**config.mk**
```make
export PLATFORM = sky130hd
export DESIGN_NAME = mem_arbiter
export DESIGN_NICKNAME = d
export VERILOG_FILES = /design/src/rtl/mem_arbiter.sv
export SDC_FILE = /design/constraint.sdc
export NUM_CORES = 1
export LEC_CHECK = 0
export BUFFER_PORTS_ARGS = -buffer_cell sky130_fd_sc_hd__buf_4
export CORE_MARGIN = 3
export CORE_UTILIZATION = 35
export CTS_CLUSTER_DIAMETER = 100
export DETAILED_ROUTE_END_ITERATION = 8
export HOLD_SLACK_MARGIN = 0.1
export PLACE_DENSITY = 0.52
export SLEW_MARGIN = 20
export SYNTH_ARGS = -nofsm -noshare
export SYNTH_HDL_FRONTEND = slang
export SYNTH_SLANG_ARGS = --single-unit
```
**constraint.sdc**
```tcl
create_clock -name clk -period 3.53 [get_ports clk]
set_input_delay 1.059 -clock clk [delete_from_list [all_inputs] [get_ports clk]]
set_output_delay 1.059 -clock clk [all_outputs]
set_load 0.01 [all_outputs]
```
**src/rtl/mem_arbiter.sv**
```systemverilog
// mem_arbiter: sole owner of the byte-serial RAM/IO port. Arbitrates between
// instruction fetch and the load/store buffer and runs each access one byte
// per cycle, returning assembled little-endian data with a one-cycle done pulse.
module mem_arbiter #(
  parameter int unsigned           ADDR_WIDTH = 32,
  parameter logic [ADDR_WIDTH-1:0] IO_BASE    = 'h30000
) (
  input  logic                  clk,
  input  logic                  rst,
  input  logic                  rdy,
  input  logic                  ic_req,
  input  logic [ADDR_WIDTH-1:0] ic_addr,
  output logic [31:0]           ic_data,
  output logic                  ic_done,
  input  logic                  ls_req,
  input  logic                  ls_we,
  input  logic [1:0]            ls_size,
  input  logic [ADDR_WIDTH-1:0] ls_addr,
  input  logic [31:0]           ls_wdata,
  output logic [31:0]           ls_rdata,
  output logic                  ls_done,
  input  logic                  flush,
  input  logic                  io_buffer_full,
  input  logic [7:0]            mem_din,
  output logic [7:0]            mem_dout,
  output logic [ADDR_WIDTH-1:0] mem_a,
  output logic                  mem_wr
);

  typedef enum logic [1:0] {S_IDLE, S_FETCH, S_LOAD, S_STORE} state_e;
  typedef enum logic {GRANT_IC, GRANT_LS} grant_e;

  state_e                state_q, state_d;
  grant_e                last_q, last_d;
  logic [2:0]            cnt_q, cnt_d, nbytes_q, nbytes_d, cnt_inc;
  logic [ADDR_WIDTH-1:0] base_q, base_d, mem_a_q, mem_a_d;
  logic [31:0]           wdata_q, wdata_d, acc_q, acc_d, acc_ins;
  logic [31:0]           ic_data_q, ic_data_d, ls_rdata_q, ls_rdata_d;
  logic [7:0]            mem_dout_q, mem_dout_d;
  logic                  mem_wr_q, mem_wr_d, is_io_q, is_io_d;
  logic                  ic_done_q, ic_done_d, ls_done_q, ls_done_d;
  logic                  grant_ic, grant_ls, ls_is_io;
  logic [1:0]            rd_idx;

  assign cnt_inc  = cnt_q + 3'd1;
  // mem_din lags mem_a by one cycle, so the edge seen with count c captures byte c-1.
  assign rd_idx   = cnt_q[1:0] - 2'd1;
  assign ls_is_io = (ls_addr >= IO_BASE);

  assign ic_data  = ic_data_q;
  assign ic_done  = ic_done_q & ~flush;
  assign ls_rdata = ls_rdata_q;
  assign ls_done  = ls_done_q;
  assign mem_dout = mem_dout_q;
  assign mem_a    = mem_a_q;
  assign mem_wr   = mem_wr_q & rdy;

  // State and datapath registers; rdy low freezes everything.
  always_ff @(posedge clk or negedge rst) begin
    if (!rst) begin
      state_q    <= S_IDLE;
      last_q     <= GRANT_IC;
      cnt_q      <= '0;
      nbytes_q   <= '0;
      base_q     <= '0;
      mem_a_q    <= '0;
      wdata_q    <= '0;
      acc_q      <= '0;
      ic_data_q  <= '0;
      ls_rdata_q <= '0;
      mem_dout_q <= '0;
      mem_wr_q   <= 1'b0;
      is_io_q    <= 1'b0;
      ic_done_q  <= 1'b0;
      ls_done_q  <= 1'b0;
    end else if (rdy) begin
      state_q    <= state_d;
      last_q     <= last_d;
      cnt_q      <= cnt_d;
      nbytes_q   <= nbytes_d;
      base_q     <= base_d;
      mem_a_q    <= mem_a_d;
      wdata_q    <= wdata_d;
      acc_q      <= acc_d;
      ic_data_q  <= ic_data_d;
      ls_rdata_q <= ls_rdata_d;
      mem_dout_q <= mem_dout_d;
      mem_wr_q   <= mem_wr_d;
      is_io_q    <= is_io_d;
      ic_done_q  <= ic_done_d;
      ls_done_q  <= ls_done_d;
    end
  end

  // Arbitration, per-byte sequencing and data assembly.
  always_comb begin
    state_d    = state_q;
    last_d     = last_q;
    cnt_d      = cnt_q;
    nbytes_d   = nbytes_q;
    base_d     = base_q;
    mem_a_d    = mem_a_q;
    wdata_d    = wdata_q;
    acc_d      = acc_q;
    ic_data_d  = ic_data_q;
    ls_rdata_d = ls_rdata_q;
    mem_dout_d = mem_dout_q;
    mem_wr_d   = mem_wr_q;
    is_io_d    = is_io_q;
    ic_done_d  = 1'b0;
    ls_done_d  = 1'b0;
    grant_ic   = 1'b0;
    grant_ls   = 1'b0;
    acc_ins    = acc_q;
    acc_ins[8*rd_idx +: 8] = mem_din;

    unique case (state_q)
      S_IDLE: begin
        mem_wr_d = 1'b0;
        if (!ic_done_q && !ls_done_q) begin
          grant_ic = ic_req && !flush && (!ls_req || last_q == GRANT_LS);
          grant_ls = ls_req && !grant_ic;
        end
        if (grant_ic) begin
          state_d  = S_FETCH;
          last_d   = GRANT_IC;
          base_d   = ic_addr;
          mem_a_d  = ic_addr;
          cnt_d    = '0;
          nbytes_d = 3'd4;
          acc_d    = '0;
        end else if (grant_ls) begin
          last_d   = GRANT_LS;
          base_d   = ls_addr;
          mem_a_d  = ls_addr;
          cnt_d    = '0;
          nbytes_d = (ls_size == 2'd0) ? 3'd1 : (ls_size == 2'd1) ? 3'd2 : 3'd4;
          acc_d    = '0;
          wdata_d  = ls_wdata;
          is_io_d  = ls_is_io;
          if (ls_we) begin
            state_d    = S_STORE;
            mem_dout_d = ls_wdata[7:0];
            mem_wr_d   = !(ls_is_io && io_buffer_full);
          end else begin
            state_d = S_LOAD;
          end
        end
      end
      S_FETCH, S_LOAD: begin
        if (state_q == S_FETCH && flush) begin
          state_d = S_IDLE;
          cnt_d   = '0;
        end else begin
          cnt_d = cnt_inc;
          if (cnt_q != 3'd0) acc_d = acc_ins;
          if (cnt_inc < nbytes_q) mem_a_d = base_q + ADDR_WIDTH'(cnt_inc);
          if (cnt_q == nbytes_q) begin
            state_d = S_IDLE;
            cnt_d   = '0;
            if (state_q == S_FETCH) begin
              ic_done_d = 1'b1;
              ic_data_d = acc_ins;
            end else begin
              ls_done_d  = 1'b1;
              ls_rdata_d = acc_ins;
            end
          end
        end
      end
      S_STORE: begin
        // mem_wr_q low means the current byte is still held back by the IO sink.
        if (mem_wr_q) begin
          if (cnt_inc == nbytes_q) begin
            state_d   = S_IDLE;
            cnt_d     = '0;
            mem_wr_d  = 1'b0;
            ls_done_d = 1'b1;
          end else begin
            cnt_d      = cnt_inc;
            mem_a_d    = base_q + ADDR_WIDTH'(cnt_inc);
            mem_dout_d = wdata_q[8*cnt_inc[1:0] +: 8];
            mem_wr_d   = !(is_io_q && io_buffer_full);
          end
        end else begin
          mem_wr_d = !(is_io_q && io_buffer_full);
        end
      end
      default: state_d = S_IDLE;
    endcase
  end

endmodule
```
After elaboration in Yosys (flattened, before gate mapping)
Index checks and enable logic that the tools add are counted.
{"block": "word_totals", "wordCells": 139, "memories": 0, "regBits": 213, "latch_bits": 0, "output_inout_bits": 107, "mem_bits_rw": 0, "rom_bits": 0, "input_bits": 114}
{"block": "op_classes", "order_cmp": 2, "shift": 3, "n_mux": 60, "n_addsub": 4, "reduce_logical": 32, "div": 0, "n_mul": 0, "n_eq_ne": 17, "bitwise": 6}
{"operator": "32-bit two-way mux", "count": 10}
{"operator": "32-bit one-hot mux with 3 select lines", "count": 1}
{"operator": "32-bit one-hot mux with 2 select lines", "count": 1}
{"operator": "8-bit two-way mux", "count": 5}
{"operator": "5-bit negator with 34-bit output", "count": 1}
{"operator": "8-bit by 34-bit variable shift with 32-bit output (first input constant)", "count": 1}
{"operator": "8-bit by 34-bit indexed part select with 32-bit output", "count": 1}
{"operator": "32-bit by 3-bit adder with 32-bit output", "count": 1}
{"operator": "32-bit bitwise mux", "count": 1}
{"operator": "32-bit by 18-bit greater-or-equal comparator with 1-bit output (second input constant)", "count": 1}
{"operator": "32-bit by 6-bit indexed part select with 8-bit output", "count": 1}
{"operator": "3-bit two-way mux", "count": 10}
{"operator": "1-bit two-way mux", "count": 21}
{"operator": "5-bit AND reduction", "count": 4}
{"operator": "2-bit inequality test (second input constant)", "count": 9}
{"operator": "8-bit one-hot mux with 2 select lines", "count": 1}
{"operator": "2-bit two-way mux", "count": 6}
{"operator": "3-bit one-hot mux with 3 select lines", "count": 1}
{"operator": "1-bit logical AND", "count": 7}
{"operator": "1-bit logical NOT", "count": 7}
{"operator": "7-bit AND reduction", "count": 1}
{"operator": "3-bit == test", "count": 2}
{"operator": "3-bit inequality test (second input constant)", "count": 2}
{"operator": "2-bit one-hot mux with 3 select lines", "count": 1}
{"operator": "other kinds (17)", "count": 28}

Logic depth before layout (Yosys ltp)
Gate-level depths: netlist of run 1.
{"block": "depth", "ltp_word": 10, "mapped_depth": 11, "mapped_depth_nobuf": 8}

Least setup slack after synthesis of run 1
OpenSTA, ideal clock, no wires.
{"block": "synth_timing", "path_type": "register -> register", "from": "register cnt_q[0]", "to": "register mem_a_q[0] (netlist: mem_a[0])", "path_slack_ns": 0.498, "arrival_ns": 2.907, "t_required_ns": 3.405, "path_buffers": 2, "setup_time_ns": 0.125, "synth_period_minus_slack_ns": 3.032, "path_stages_with_launch": 10, "cell_sequence": "dfrtp_1 buf_2 inv_1 ha_1 ha_1 a21o_1 a311o_1 buf_6 nor2_2 mux2_2"}
{"block": "synth_between", "elab_chain_cells": 5, "word_cells_on_any_way": 12, "classes_between": "2 x add/sub; 1 x order compare; 3 x eq/ne; 5 x mux; 1 x reduce/logical"}
{"element": "start: declaration", "line": "35", "text": "logic [2:0] cnt_q, cnt_d, nbytes_q, nbytes_d, cnt_inc;"}
{"element": "start signal: assignment", "line": "79", "text": "cnt_q <= cnt_d;"}
{"element": "3-bit by 1-bit adder with 3-bit output (*)", "line": "45", "text": "assign cnt_inc = cnt_q + 3'd1;"}
{"element": "32-bit by 3-bit adder with 32-bit output", "line": "157, 181"}
{"element": "32-bit two-way mux (on tied branches)", "line": "174, 157"}
{"element": "32-bit two-way mux (on tied branches)", "line": "173, 151"}
{"element": "32-bit one-hot mux with 3 select lines", "line": "117", "text": "unique case (state_q)"}
{"element": "end signal: assignment", "line": "82", "text": "mem_a_q <= mem_a_d;"}
{"element": "end: declaration", "line": "36", "text": "logic [ADDR_WIDTH-1:0] base_q, base_d, mem_a_q, mem_a_d;"}
Every way passes the cells marked *; elsewhere a longest branch is shown, timed or not. The select of a mux whose other input is x is not followed.
A chain may end at the register's enable or synchronous reset.

Worst setup path in the final report of run 1
{"block": "layout_timing", "from": "register cnt_q[0]", "to": "register mem_a_q[12] (netlist: mem_a[12])"}
The elaborated chain is that of the path after synthesis.

==> results.yml, run 1 <==
sta:
  hold-worst-slack_ps: 431
  setup_viol: 0
  slew_headroom: 0.402
  skew_ps: 15.5
  hold_viol: 0
  max_clock_freq_ghz: 0.311
  fin_setup_tns_ps: 0
  timing.final.crit_period_ps: 3210
  worstMarginPinSlew_ps: 897
  period_share: 0.910
  drv_slew: 0
  rsz0062_at_grt: "false"
yosys:
  synth-seq-cells: 213
  ys_seq_area_frac: 0.495
  syn_area_mm2: 0.0108
  async_flop_share: 1.00
  synth_area_leader_cell: "dfrtp_1"
  netlist.area_leader.share: 0.495
  netlist-cell-type-count: 71
  synth_warnings: 0
  synth_fp_nets: 1045
  synth.avg_cell_area_um2: 11.8
  synth_flop_cell: "dfrtp_1"
  synth.area.top_cells: "dfrtp_1 49%, mux2_2 11%, mux2_4 4.0%, o21ai_0 3.3%, mux2i_1 3.2%"
  synth_edf_count: 0
  synthCells: 914
layout:
  final_layout_size_suffix_gt1_frac: 0.391
  postLayoutCellArea_mm2: 0.0137
  area_delta_synth_final_pct: 27.0
  fill_cells: 2857
  seqCellArea_mm2: 0.00533
  layout.cells.non_filler: 1527
  final_nets: 1249
  utilization: 0.457
  multi_input_area_mm2: 0.00495
routing:
  dr.pass1.iters: 4
  vias_per_cell: 5.12
  vias: 7813
  drc: 0
  detail-route-antenna-nets: 0
  finalWirelength_um: 28800
  wl_per_cell_um: 18.9
  drtIter0Drc: 374
run_status:
  outcome: "completed"
clock_network:
  clock_path_buffers: 3
  htreeDepth: 1
  clock_sinks: 213
  cts_resized: 0
  clk_pin_slew_ps: 60
  cts_tree: "built"
  clock_latency_ps: 530
  cts_made_buffers: 26
  clk_root_buffer_cell: "clkbuf_16"
  cts_hold_buf: 0
  post-cts-setup-buffer-count: 0
power:
  leakage_nw: 6.57
  powerDensity_mw_per_mm2: 774
  ir_drop_mv: 0.358
global_route:
  grt_antenna_before_repair: 2
  grt_pass1_wl_um: 46000
  grt_max_degree: 64
  grt_usage: 0.171
  grt_pass1_vias: 7930
  grt-ovfl-total: 0
worst_setup_path:
  crit_path_end_kind: "flop"
  start_kind: "flop"
  path_max_fanout: 22
  cp.required_ps: 3930
  path_class: "reg2reg"
  arrival_ps: 3620
placement:
  gp_congestion: 0.836
  placed_cell_area_mm2: 0.0128
  place_hpwl_um: 20800
  port_buffers: 220
  dp.cells: 1480
floorplanning:
  start_util: 0.360
  fp.dieW_um: 181
  die_h_um: 181
  io_pins: 221
  core_area_mm2: 0.0300
  rows: 63
  dieArea_mm2: 0.0329
run:
  maxCapViolations: 0
min_path:
  hold_path_class: "in2async"
==> registers in the layout, indices dropped and copies added, names as in the netlist, 2 cells and up <==
register,cells
ic_data,32
nbytes_q,3
base_q,32
state_q,2
acc_q,32
cnt_q,3
ls_rdata,32
mem_a,32
mem_dout,8
wdata_q,32
==> area by class of cell <==
type	instances	share of cell area
diodes	1	0.000183
multi-input cells	594	0.362
flip-flops and latches	213	0.390
inverters	45	0.0125
well taps	390	0.0357
clock buffers	41	0.0598
repair buffers	238	0.135
clock inverters	5	0.00549
==> cell usage in the layout, fill, tap and decap left out, types with 8 or more instances in the layout <==
cell type  Yosys  final
nand2_1       78     78
nand3_1       15     15
mux2_2       104    104
ha_1          16     16
o21ai_0       71     71
mux2_4        29     29
clkbuf_8       0      9
a221o_1        8      8
buf_4          4    233
dfrtp_1      213    213
nand4_1       17     17
inv_1         44     44
nor2_1        18     17
a21oi_1       12     12
a22o_1        35     35
mux4_2         8      8
xor2_1        14     14
nor4b_1        9      9
mux2i_1       34     34
clkbuf_16      0     27
nand2b_1       9      9
and3_1         9      9
xnor2_1       13     13
==> final timing paths <==
check / startpoint / depth (start not counted) / slack (ps) / end
max reg2reg: cnt_q[0]$_DFFE_PN0P_ / 8 / 320 / mem_a[12]$_DFFE_PN0P_
max in group asynchronous: rst / 2 / 2350 / wdata_q[0]$_DFFE_PN0P_
min: rst / 1 / 430 / ic_data[10]$_DFFE_PN0P_
max: cnt_q[0]$_DFFE_PN0P_ / 8 / 320 / mem_a[12]$_DFFE_PN0P_
min reg2reg: nbytes_q[0]$_DFFE_PN0P_ / 2 / 490 / nbytes_q[0]$_DFFE_PN0P_
min in group clk: nbytes_q[0]$_DFFE_PN0P_ / 2 / 490 / nbytes_q[0]$_DFFE_PN0P_
==> metrics by stage <==
stage / setup WS (ps) / power [mW]
after global routing: 127 / 11.3
after floorplan: 498 / 6.40
after global placement: 389 / 7.88
final: 317 / 10.6
after CTS: 316 / 10.7
after detailed placement: 328 / 7.93
==> power breakdown <==
part	internal [mW]	total (mW)	switching, mW
combinational	1.96	3.98	2.02
clock	1.72	2.74	1.02
sequential	3.21	3.86	0.648
==> cells in the mapped netlist (3+ instances only) <==
| master | number |
|---|---|
| dfrtp_1 | 213 |
| mux2_2 | 104 |
| nand2_1 | 78 |
| o21ai_0 | 71 |
| inv_1 | 44 |
| a22o_1 | 35 |
| mux2i_1 | 34 |
| mux2_4 | 29 |
| clkbuf_1 | 22 |
| buf_2 | 20 |
| nor2_1 | 18 |
| nand4_1 | 17 |
| ha_1 | 16 |
| nand3_1 | 15 |
| xor2_1 | 14 |
| xnor2_1 | 13 |
| a21oi_1 | 12 |
| and3_1 | 9 |
| clkbuf_2 | 9 |
| nand2b_1 | 9 |
| nor4b_1 | 9 |
| a221o_1 | 8 |
| mux4_2 | 8 |
| a211o_1 | 7 |
| nor3_1 | 7 |
| nor4_1 | 7 |
| and4_1 | 6 |
| o21ai_1 | 5 |
| o2bb2ai_1 | 5 |
| a31o_2 | 4 |
| and2_1 | 4 |
| buf_4 | 4 |
| o221ai_1 | 4 |
| a21o_1 | 3 |
| o221ai_2 | 3 |
==> critical path, stage by stage, from the launching register on <==
cell,delay (ps)
dfrtp_1,530
inv_1,170
ha_1,430
ha_1,360
nand4_1,130
nand3_2,120
a311o_1,320
or2_1,550
a221o_1,480
==> per-layer routing <==
metal  track usage  part of all wire  wire (µm)  vias up
li1              -                 -          -     3721
met1         0.242              0.46      13100     3832
met2         0.271              0.46      13200      216
met3        0.0353             0.062       1800       42
met4        0.0417             0.021        609        2
met5             0           0.00069         20        -
==> kinds of logic (layout without fill, tap and decap cells) <==
logic type      after synthesis  in the layout  share of synthesized area
flops                       213            213                      0.495
simple gates                197            197                     0.0999
compound gates              178            178                      0.118
mux                         175            175                      0.197
buf+inv                     107            329                     0.0477
xor+xnor                     27             27                     0.0219
fa+ha+maj                    17             17                     0.0204
other cells                   0              1                          0
No activity file was read; power rests on OpenSTA's default activity.
==> run 2, diff against run 1 <==
--- a/config.mk
+++ b/config.mk
@@ -6,8 +6,10 @@
 export NUM_CORES = 1
 export LEC_CHECK = 0
 export BUFFER_PORTS_ARGS = -buffer_cell sky130_fd_sc_hd__buf_4
+export CORE_ASPECT_RATIO = 1.5
 export CORE_MARGIN = 3
 export CORE_UTILIZATION = 35
+export CTS_BUF_LIST = sky130_fd_sc_hd__clkbuf_4
 export CTS_CLUSTER_DIAMETER = 100
 export DETAILED_ROUTE_END_ITERATION = 8
 export HOLD_SLACK_MARGIN = 0.1
==> run 2 against run 1 <==
- sequential share of layout area rose by 0.48 points
- power decreased by 5.4%
- first-iteration DRC count fell by 8.0%
- utilization fell by 1.0 points
- worst hold slack worse by 81 ps
- routed wire length up 5.7%
- setup slack improved by 42 ps
- via count rose by 2.3%
- clock skew rose by 34 ps
- design area fell by 1.2%
- non-clock buffer count up 6
- register-to-register slack gained 40 ps
- critical endpoint is now mem_a[2]$_DFFE_PN0P_
- largest cell class unchanged
- largest power group unchanged
- highest routed layer is now met4
==> results.yml, run 2 (synthesis results as in run 1) <==
sta:
  setup_viol: 0
  worstMarginPinSlew_ps: 1030
  fin_ws_ps: 360
  rsz0062_at_grt: "false"
  hold_viol: 0
  slew_headroom: 0.310
  period_share: 0.898
  drv_slew: 0
  timing.final.crit_period_ps: 3170
  fin_setup_tns_ps: 0
  max_clock_freq_ghz: 0.315
  skew_ps: 49.6
  hold-worst-slack_ps: 350
clock_network:
  cts_resized: 0
  cts_tree: "built"
  clk_pin_slew_ps: 70
  cts_hold_buf: 0
  cts_made_buffers: 55
  clock_path_buffers: 3
  clock_latency_ps: 710
  post-cts-setup-buffer-count: 0
  clock_sinks: 213
  htreeDepth: 2
  clk_root_buffer_cell: "clkbuf_4"
layout:
  layout.cells.non_filler: 1587
  final_layout_size_suffix_gt1_frac: 0.416
  area_delta_synth_final_pct: 25.4
  final_nets: 1284
  fill_cells: 2999
  utilization: 0.447
  final_common_cell: "buf_4"
  postLayoutCellArea_mm2: 0.0135
  mostFrequentLayoutCells: "239 x buf_4, 213 x dfrtp_1, 104 x mux2_2, 81 x clkbuf_4, 78 x nand2_1"
run:
  maxCapViolations: 0
placement:
  placed_cell_area_mm2: 0.0128
  post-place-ws_ps: 351
  port_buffers: 220
  place_hpwl_um: 22100
  dp.cells: 1496
  gp_congestion: 0.815
power:
  powerDensity_mw_per_mm2: 741
  leakage_nw: 6.56
  ir_drop_mv: 0.371
  totalPowerFinal_mw: 10.0
worst_setup_path:
  crit_path_end_kind: "flop"
  arrival_ps: 3760
  cp.required_ps: 4120
  path_class: "reg2reg"
  reg2reg_depth: 10
  start_kind: "flop"
  path_max_fanout: 28
global_route:
  grt_pass1_vias: 8559
  grt_antenna_before_repair: 2
  grt_max_degree: 78
  grt_usage: 0.184
  grt_pass1_wl_um: 48000
  grt-ovfl-total: 0
routing:
  vias_per_cell: 5.04
  finalWirelength_um: 30400
  detail-route-antenna-nets: 0
  drtIter0Drc: 344
  wl_per_cell_um: 19.2
  vias: 7996
  drc: 0
  dr.pass1.iters: 4
floorplanning:
  start_util: 0.356
  io_pins: 221
  die_h_um: 221
  core_area_mm2: 0.0303
  fp.dieW_um: 149
  dieArea_mm2: 0.0330
  rows: 78
min_path:
  hold_path_class: "in2async"
run_status:
  outcome: "completed"
run 2: changes by cell type in the layout (fill, tap and decap cells not counted):
cell / change
buf_4: +6
ha_2: +1
bufinv_16: -1
clkbuf_16: -27
ha_1: -1
clkinv_1: +6
diode_2: +1
clkinv_2: -3
inv_2: +1
clkbuf_4: +81
clkbuf_1: -5
clkbuf_8: -9
run 2: worst paths after layout:
path	to	start	slack, ps
hold / removal	ic_data[1]$_DFFE_PN0P_	rst	350
setup / recovery	mem_a[2]$_DFFE_PN0P_	cnt_q[0]$_DFFE_PN0P_	360
hold reg to reg	nbytes_q[0]$_DFFE_PN0P_	nbytes_q[0]$_DFFE_PN0P_	490
min in group clk	nbytes_q[0]$_DFFE_PN0P_	nbytes_q[0]$_DFFE_PN0P_	490
setup reg to reg	mem_a[2]$_DFFE_PN0P_	cnt_q[0]$_DFFE_PN0P_	360
max in group asynchronous	ls_rdata[24]$_DFFE_PN0P_	rst	2420
run 2: critical path, cell delays in order, from the launching register on:
cell	delay, ps
dfrtp_1	350
buf_4	290
inv_1	100
ha_1	320
ha_1	330
nand4_1	140
nand3_2	120
a311o_1	340
buf_4	250
nor2_2	420
mux2_2	390
run 2: power breakdown:
group / switching [mW] / internal [mW] / leakage [nW] / total (mW)
registers: 0.629 / 3.21 / 2.77 / 3.84
clock network: 1.01 / 1.10 / 0.400 / 2.11
logic: 2.08 / 1.99 / 3.39 / 4.07
run 2: per-layer routing:
metal | GRT usage | vias to the layer above | share of wire
met2 | 0.343 | 231 | 0.54
met4 | 0.0588 | 0 | 0.021
met1 | 0.207 | 3920 | 0.38
met3 | 0.0369 | 42 | 0.052
met5 | 0 | - | 0
li1 | - | 3803 | -
run 2: area by class of cell:
type                    instances  area (µm²)  area share
clock buffers                  81         608      0.0450
repair buffers                244        1890       0.140
flip-flops and latches        213        5330       0.394
well taps                     400         500      0.0370
inverters                      45         171      0.0127
diodes                          2        5.00    0.000370
clock inverters                 8        56.3     0.00417
multi-input cells             594        4950       0.367
==> run 3, diff against run 2 <==
--- a/config.mk
+++ b/config.mk
@@ -8,12 +8,12 @@
 export BUFFER_PORTS_ARGS = -buffer_cell sky130_fd_sc_hd__buf_4
 export CORE_ASPECT_RATIO = 1.5
 export CORE_MARGIN = 3
-export CORE_UTILIZATION = 35
+export CORE_UTILIZATION = 55
 export CTS_BUF_LIST = sky130_fd_sc_hd__clkbuf_4
 export CTS_CLUSTER_DIAMETER = 100
 export DETAILED_ROUTE_END_ITERATION = 8
 export HOLD_SLACK_MARGIN = 0.1
-export PLACE_DENSITY = 0.52
+export PLACE_DENSITY = 0.77
 export SLEW_MARGIN = 20
 export SYNTH_ARGS = -nofsm -noshare
 export SYNTH_HDL_FRONTEND = slang
==> run 3 against run 2 <==
- clock power decreased by 6%
- routed wire length down 10%
- die area down 35%
- maximum frequency grew 1.5%
- clock-buffer cell count down 9
- sequential share of layout area up 0.79 points
- power down 2.3%
- cell count is 9.6% lower
- sequential power is essentially flat
- highest routed layer unchanged
==> results.yml, run 3 (synthesis results as in run 1) <==
routing:
  detail-route-antenna-nets: 0
  vias: 8213
  drtIter0Drc: 362
  drc: 0
  finalWirelength_um: 27300
  dr.pass1.iters: 4
  vias_per_cell: 5.72
  wl_per_cell_um: 19.0
sta:
  period_share: 0.885
  timing.final.crit_period_ps: 3120
  skew_ps: 22.0
  slew_headroom: 0.320
  setup_viol: 0
  worstMarginPinSlew_ps: 1010
  fin_setup_tns_ps: 0
  drv_slew: 0
  max_clock_freq_ghz: 0.320
  hold_viol: 0
  rsz0062_at_grt: "false"
clock_network:
  post-cts-setup-buffer-count: 0
  cts_resized: 0
  clk_root_buffer_cell: "clkbuf_4"
  cts_hold_buf: 0
  clk_pin_slew_ps: 70
  clock_latency_ps: 650
  clock_sinks: 213
  cts_made_buffers: 51
  cts_tree: "built"
  clock_path_buffers: 3
  htreeDepth: 2
global_route:
  grt_usage: 0.256
  grt_max_degree: 74
  grt-ovfl-total: 0
  grt_pass1_wl_um: 43500
  grt_pass1_vias: 8379
  grt_antenna_before_repair: 1
worst_setup_path:
  path_max_fanout: 21
  path_class: "reg2reg"
  reg2reg_depth: 9
  cp.required_ps: 4050
  reg2reg_slack_ps: 410
  crit_path_end_kind: "flop"
  crit-reg2reg-launch: "cnt_q[1]$_DFFE_PN0P_"
  arrival_ps: 3650
  start_kind: "flop"
  r2r_end: "mem_a[7]$_DFFE_PN0P_"
floorplanning:
  io_pins: 221
  core_area_mm2: 0.0192
  start_util: 0.562
  rows: 62
  dieArea_mm2: 0.0213
  fp.dieW_um: 120
  die_h_um: 177
layout:
  final_nets: 1274
  final_layout_size_suffix_gt1_frac: 0.409
  final_common_cell: "buf_4"
  postLayoutCellArea_mm2: 0.0132
  fill_cells: 1476
  mostFrequentLayoutCells: "233 x buf_4, 213 x dfrtp_1, 104 x mux2_2, 78 x nand2_1, 72 x clkbuf_4"
  area_delta_synth_final_pct: 23.0
min_path:
  hold_path_class: "in2async"
power:
  totalPowerFinal_mw: 9.78
  ir_drop_mv: 0.396
  powerDensity_mw_per_mm2: 738
  leakage_nw: 6.51
placement:
  place_hpwl_um: 19800
  gp_congestion: 0.868
  placed_cell_area_mm2: 0.0126
  port_buffers: 220
run:
  maxCapViolations: 0
run_status:
  outcome: "completed"
[run 3: cell count changes in the layout (fill, tap and decap cells not counted), sizes merged]
| cell | delta |
|---|---|
| buf | -7 |
| diode | -1 |
| clkbuf | -8 |
| clkinv | +8 |
[run 3: per-stage QoR]
| step | utilization | hold slack [ps] | std cells | worst slack (ps) |
|---|---|---|---|---|
| final | 0.691 | 362 | 1435 | 406 |
| after global routing | 0.691 | 379 | 1435 | 276 |
| after CTS | 0.691 | 351 | 1434 | 419 |
| after detailed placement | 0.658 | 482 | 1346 | 428 |
| after global placement | 0.658 | 474 | 1346 | 492 |
| after floorplan | - | 453 | 914 | 498 |
[run 3: critical path, stage by stage (launching register included)]
cell,delay [ps]
dfrtp_1,460
inv_1,120
ha_1,310
ha_1,330
nand4_1,120
nand3_2,120
a311o_1,440
buf_4,270
nor2_2,430
mux2_2,400
[run 3: final cells by class]
| type | instances | area [µm²] | share of cell area |
|---|---|---|---|
| diodes | 1 | 2.50 | 0.000189 |
| clock buffers | 72 | 541 | 0.0408 |
| clock inverters | 16 | 91.3 | 0.00689 |
| inverters | 45 | 171 | 0.0129 |
| multi-input cells | 594 | 4950 | 0.374 |
| flip-flops and latches | 213 | 5330 | 0.402 |
| well taps | 256 | 320 | 0.0242 |
| repair buffers | 238 | 1840 | 0.139 |
[run 3: worst max-delay path by stage]
stage	from	end	slack (ps)	depth (start not counted)
2_1_floorplan	cnt_q[0]$_DFFE_PN0P_	mem_a[0]$_DFFE_PN0P_	500	9
3_3_place_gp	flush	mem_a[2]$_DFFE_PN0P_	490	7
3_5_place_dp	cnt_q[1]$_DFFE_PN0P_	mem_a[7]$_DFFE_PN0P_	430	9
4_1_cts	cnt_q[1]$_DFFE_PN0P_	mem_a[7]$_DFFE_PN0P_	420	9
5_1_grt	cnt_q[1]$_DFFE_PN0P_	mem_a[1]$_DFFE_PN0P_	280	9
6_report	cnt_q[1]$_DFFE_PN0P_	mem_a[7]$_DFFE_PN0P_	410	9
[run 3: routing by layer]
| layer | wire [µm] | GRT usage |
|---|---|---|
| met1 | 10000 | 0.292 |
| met2 | 14500 | 0.457 |
| met3 | 1490 | 0.0475 |
| met4 | 1230 | 0.131 |
| met5 | 0 | 0 |
[run 3: report_power, final]
part | switching, mW | leakage, nW | total (mW) | internal [mW]
Combinational | 2.02 | 3.36 | 3.97 | 1.95
Clock | 0.970 | 0.381 | 1.98 | 1.01
Sequential | 0.623 | 2.77 | 3.83 | 3.21
